<file path="config.mk">
export PLATFORM = sky130hd
export DESIGN_NAME = mem_arbiter
export DESIGN_NICKNAME = d
export VERILOG_FILES = /design/src/rtl/mem_arbiter.sv
export SDC_FILE = /design/constraint.sdc
export NUM_CORES = 1
export LEC_CHECK = 0
export CAP_MARGIN = 10
export CORE_MARGIN = 2
export CORE_UTILIZATION = 36
export DETAILED_ROUTE_END_ITERATION = 16
export MAX_ROUTING_LAYER = met4
export PLACE_DENSITY = 0.81
export SYNTH_ARGS = -nofsm -noshare
export SYNTH_HDL_FRONTEND = slang
export SYNTH_SLANG_ARGS = --single-unit
</file>
<file path="constraint.sdc">
create_clock -name clock -period 1.3 [get_ports clock]
set_clock_uncertainty 0.05 [all_clocks]
set_input_delay 0.325 -clock clock [delete_from_list [all_inputs] [get_ports clock]]
set_output_delay 0.325 -clock clock [all_outputs]
set_load 0.01 [all_outputs]
</file>
<file path="src/rtl/mem_arbiter.sv">
// Two-requester (fetch / data) arbiter in front of a single-port synchronous RAM.
// Define ROUND_ROBIN_EN for round-robin tie-breaking; otherwise the data side wins ties.
module mem_arbiter #(
  parameter int ADDR_W = 7,
  parameter int DATA_W = 10
) (
  input  logic              clock,
  input  logic              resetn,
  input  logic              f_req,
  input  logic [ADDR_W-1:0] f_addr,
  output logic              f_ack,
  output logic [DATA_W-1:0] f_rdata,
  input  logic              d_req,
  input  logic              d_wr,
  input  logic [ADDR_W-1:0] d_addr,
  input  logic [DATA_W-1:0] d_wdata,
  output logic              d_ack,
  output logic [DATA_W-1:0] d_rdata,
  output logic [ADDR_W-1:0] mem_addr,
  output logic [DATA_W-1:0] mem_wdata,
  output logic              mem_wren,
  input  logic [DATA_W-1:0] mem_q,
  output logic              busy,
  output logic [1:0]        dbg_state
);

  // Handshake: a requester raises req (level) with stable addr/data and holds it
  // until its ack pulse; req still high in the cycle after ack is a fresh request.
  localparam logic [1:0] IDLE   = 2'd0;
  localparam logic [1:0] ACCESS = 2'd1;
  localparam logic [1:0] LATCH  = 2'd2;
  localparam logic [1:0] DONE   = 2'd3;

  localparam logic OWNER_F = 1'b0;
  localparam logic OWNER_D = 1'b1;

  logic [1:0]        state_q, state_d;
  logic              owner_q, owner_d;
  logic              wr_q, wr_d;
  logic [ADDR_W-1:0] mem_addr_q, mem_addr_d;
  logic [DATA_W-1:0] mem_wdata_q, mem_wdata_d;
  logic              mem_wren_q, mem_wren_d;
  logic              f_ack_q, f_ack_d;
  logic              d_ack_q, d_ack_d;
  logic [DATA_W-1:0] f_rdata_q, f_rdata_d;
  logic [DATA_W-1:0] d_rdata_q, d_rdata_d;
  logic              grant_d;
  logic              any_req;

`ifdef ROUND_ROBIN_EN
  logic last_q, last_d;

  // On a tie the side that was not granted last time wins.
  always_comb begin
    grant_d = d_req;
    if (f_req && d_req) begin
      grant_d = (last_q == OWNER_F);
    end
  end
`else
  always_comb begin
    grant_d = d_req;
  end
`endif

  assign any_req = f_req | d_req;

  always_comb begin
    state_d     = state_q;
    owner_d     = owner_q;
    wr_d        = wr_q;
    mem_addr_d  = mem_addr_q;
    mem_wdata_d = mem_wdata_q;
    mem_wren_d  = 1'b0;
    f_ack_d     = 1'b0;
    d_ack_d     = 1'b0;
    f_rdata_d   = f_rdata_q;
    d_rdata_d   = d_rdata_q;
`ifdef ROUND_ROBIN_EN
    last_d      = last_q;
`endif
    case (state_q)
      IDLE: begin
        if (any_req) begin
          owner_d    = grant_d ? OWNER_D : OWNER_F;
          wr_d       = grant_d & d_wr;
          mem_addr_d = grant_d ? d_addr : f_addr;
          mem_wren_d = grant_d & d_wr;
          if (grant_d && d_wr) begin
            mem_wdata_d = d_wdata;
          end
`ifdef ROUND_ROBIN_EN
          last_d = grant_d ? OWNER_D : OWNER_F;
`endif
          state_d = ACCESS;
        end
      end
      ACCESS: begin
        state_d = LATCH;
      end
      LATCH: begin
        // mem_q now reflects the address presented during ACCESS.
        if (owner_q == OWNER_D) begin
          d_ack_d = 1'b1;
          if (!wr_q) begin
            d_rdata_d = mem_q;
          end
        end else begin
          f_ack_d   = 1'b1;
          f_rdata_d = mem_q;
        end
        state_d = DONE;
      end
      DONE: begin
        state_d = IDLE;
      end
      default: begin
        state_d = IDLE;
      end
    endcase
  end

  always_ff @(posedge clock) begin
    if (!resetn) begin
      state_q     <= IDLE;
      owner_q     <= OWNER_F;
      wr_q        <= 1'b0;
      mem_addr_q  <= '0;
      mem_wdata_q <= '0;
      mem_wren_q  <= 1'b0;
      f_ack_q     <= 1'b0;
      d_ack_q     <= 1'b0;
      f_rdata_q   <= '0;
      d_rdata_q   <= '0;
`ifdef ROUND_ROBIN_EN
      last_q      <= OWNER_D;
`endif
    end else begin
      state_q     <= state_d;
      owner_q     <= owner_d;
      wr_q        <= wr_d;
      mem_addr_q  <= mem_addr_d;
      mem_wdata_q <= mem_wdata_d;
      mem_wren_q  <= mem_wren_d;
      f_ack_q     <= f_ack_d;
      d_ack_q     <= d_ack_d;
      f_rdata_q   <= f_rdata_d;
      d_rdata_q   <= d_rdata_d;
`ifdef ROUND_ROBIN_EN
      last_q      <= last_d;
`endif
    end
  end

  assign f_ack     = f_ack_q;
  assign d_ack     = d_ack_q;
  assign f_rdata   = f_rdata_q;
  assign d_rdata   = d_rdata_q;
  assign mem_addr  = mem_addr_q;
  assign mem_wdata = mem_wdata_q;
  assign mem_wren  = mem_wren_q;
  assign busy      = (state_q != IDLE);
  assign dbg_state = state_q;

endmodule

</file>
==> metrics.txt <==
status finished, violations left; violations in the final reports setup timing; endpoints failing setup 10; launching point of the worst reg2reg path dbg_state[0]; number of vias per cell after detailed routing a little over 5; MaxCap Viol Count 0; worst rel slew slack 75.95%; placement row count 24; Final Util between 60% and 70%; largest incremental delay on the critical path 0.35 ns; Synth Net Count between 200 and 250; fraction of final layout cells sized beyond drive strength 1 28.04%; critical path's top delay family flip-flops; count of state elements after synthesis 44; fraction of the cycle the final worst path needs 105.3%; routed vias between 1500 and 2000; clock power share 21.4%; clock latency of the later-clocked register in the worst-skew pair around 0.29 ns; clock transition at the registers of the reported paths ~0.080 ns; nature of the critical path endpoint output port; worst hold stages 2; IO Port Bufs 81; switching power roughly 1500 uW; global placer's final weighted congestion ~0.77; number of cells produced by synthesis approximately 200; DRC 0; area of the multi-input gates around 900 um^2; Synth-to-Final Area Change 77.03%; Core Box Area about 4400 um^2; Mapped Avg Cell Area around 8.6 um^2; top area cells in the synthesized netlist sky130_fd_sc_hd__dfxtp_1 (52%), sky130_fd_sc_hd__nand2_1 (9.3%), sky130_fd_sc_hd__nand3_1 (6.5%); unrepaired setup endpoints after global routing true; Pint roughly 3200 uW; CTS tree yes; shortest clock period the worst path allows after layout ~1.4 ns; HP Class reg2reg; half-perimeter wire length after detailed placement between 3000 and 4000 um; net switching share of the total power roughly 32%; post-synth top area share 51.99%; global-route congestion overflow total 0; Max Clk Rate between 0.7 and 0.8 GHz; leakage power summed over all cells about 0.0012 uW; most common cell after layout, fill and taps aside sky130_fd_sc_hd__dfxtp_1; initial antenna violation count 0; DRC violation total after the first TritonRoute iteration a little under 50; clock sink count 44; global router's overall resource usage around 17%; cell with the largest stage delay on the worst path sky130_fd_sc_hd__dfxtp_2; root buffer cell sky130_fd_sc_hd__clkbuf_8; launch point of the worst hold path mem_wdata[3]; number of nets still failing antenna checks after routing 0; commonest cells after routing, fill and taps aside sky130_fd_sc_hd__dfxtp_1 (42), sky130_fd_sc_hd__nand2_1 (41), sky130_fd_sc_hd__clkdlybuf4s50_1 (37), sky130_fd_sc_hd__clkdlybuf4s15_1 (17), sky130_fd_sc_hd__dlygate4sd2_1 (14); register area ~880 um^2; Logic pwr share between 40% and 50%; count of yosys warnings during synthesis 0; Worst Path Buf+Inv 3; number of inserted filler cells in the final layout roughly 360; data required time of the critical path 0.93 ns; critical path, cell by cell inv_2 -> ha_4 -> inv_4 -> buf_6; Diodes inserted 0; H-tree Lvls 2; share of the yosys chip area belonging to registers 51.99%; final count of pins violating max slew 0; area of the die approximately 5300 um^2; setup slack of the critical path after layout -0.06858 ns; maximum number of pins on one net before global-route repair 41; Vert. Die Dim about 73 um; crit path from dbg_state[1]; Num CTS Buffers 5; total number of cells along the worst setup path 4; first-pass GRT wire length 6893 um; instance count after placement with tap cells included 330; Power Dens Cells between 1500 and 2000 nW/um^2; logic depth of the worst register-to-register path 8; startpoint kind of the worst setup timing path flip-flop; CTS hold repair buffers 0; wire length reported by the detailed router around 4700 um; Initial DRT Pass Iterations 4; type of the worst setup path reg2out; clock tree buffer depth 2; wire length per cell after detailed routing around 14 um; netlist area before placement approximately 1700 um^2; final cell count without fillers around 350; number of failing hold endpoints at the final stage 0; Yosys cell types 24; peak fanout along the critical path 2; sequential power share a little under two fifths; maximum vdd ir drop 0.9132 mV; width of the die a little over 70 um; transition time at the pin with the least slew margin approximately 0.36 ns; initial cell density of the core between 30% and 40%; vias in the first global route 1534; total I/O pin count a little over 80; critical path data arrival time between 0.9 and 1 ns; final layout net count 337; dominant cell type by area after synthesis sky130_fd_sc_hd__dfxtp_1
==> per-stage QoR <==
stage | instance area [um^2] | setup TNS [ns] | hold slack, ns | setup WS [ns] | power, uW
floorplan | 1704 | 0 | 0.3927 | 0.01442 | 2555
global placement | 2670 | -8.966 | 0.3929 | -0.2733 | 3367
detailed placement | 2670 | -10.63 | 0.3959 | -0.3643 | 3398
CTS | 2773 | -0.1162 | 0.4125 | -0.1162 | 4347
global route | 2999 | -1.132 | 0.4335 | -0.1153 | 4977
finish | 2999 | -0.2211 | 0.4020 | -0.06858 | 4711
==> flip-flops by register name, indices dropped and copies added (netlist names) <==
signal,cells
mem_wren,1
dbg_state,2
mem_addr,7
d_ack,1
f_rdata,10
f_ack,1
owner_q,1
d_rdata,10
mem_wdata,10
wr_q,1
==> worst min-delay path, delay by kind of cell, from the launching register on <==
family	cells	cell delay (ns)
compound gates	1	0.05
flops	1	0.31
simple gates	1	0.05
==> kinds of logic after synthesis <==
logic type | synth area share [%]
and+or+nand+nor | 19.79
AOI/OAI and AO/OA | 15.66
DFF | 51.99
buffers and inverters | 6.203
muxes | 4.136
adders and majority gates | 2.216
==> final cells by class <==
cell class,count,area share (%)
multi-input cells,136,30.12
inverters,4,0.5841
flip-flops and latches,44,29.45
clock inverters,2,1.168
repair buffers,104,34.08
clock buffers,6,2.420
well taps,52,2.169
==> cells in the mapped netlist <==
cell type and instances:
sky130_fd_sc_hd__a211oi_1 5, sky130_fd_sc_hd__a211oi_2 2, sky130_fd_sc_hd__a21oi_1 11, sky130_fd_sc_hd__a22oi_1 1, sky130_fd_sc_hd__a31oi_1 1, sky130_fd_sc_hd__and3_1 1, sky130_fd_sc_hd__buf_2 9, sky130_fd_sc_hd__buf_4 1
sky130_fd_sc_hd__buf_6 2, sky130_fd_sc_hd__clkbuf_1 4, sky130_fd_sc_hd__dfxtp_1 44, sky130_fd_sc_hd__ha_1 3, sky130_fd_sc_hd__inv_1 4, sky130_fd_sc_hd__mux2i_1 7, sky130_fd_sc_hd__nand2_1 42, sky130_fd_sc_hd__nand2b_1 1
sky130_fd_sc_hd__nand3_1 22, sky130_fd_sc_hd__nand3b_1 1, sky130_fd_sc_hd__nor2_1 11, sky130_fd_sc_hd__nor2b_1 1, sky130_fd_sc_hd__o21a_4 1, sky130_fd_sc_hd__o21ai_0 21, sky130_fd_sc_hd__o22ai_1 1, sky130_fd_sc_hd__o31ai_1 1
==> layer usage <==
metal | wire length [um] | global-route usage (%) | vias up
met5 | 0 | - | -
met4 | 48 | 5.556 | 0
met3 | 341 | 4.972 | 6
met2 | 2322 | 26.77 | 59
met1 | 2007 | 21.16 | 822
li1 | - | - | 870
==> power groups by stage <==
stage               Combinational (uW)  Sequential, uW  Clock [uW]
global placement                  1630            1740           0
floorplan                          710            1850           0
global route                      2130            1770        1080
detailed placement                1660            1740           0
CTS                               1610            1710        1020
finish                            1970            1740        1010
==> repair_timing <==
item | CTS | global route
buffers inserted | 0 | 3
cloned | 4 | 4
pin swaps | 2 | 15
gates resized for setup | 64 | 88
endpoints found under the setup margin | 71 | 63
==> final timing paths <==
kind | to | slack (ns)
worst max-delay path | busy | -0.07
worst min-delay path | mem_wdata[3] | 0.40
worst max register to register | d_rdata[3] | -0.03
worst min register to register | mem_wdata[3] | 0.40
Power figures use the tool's default switching activity.
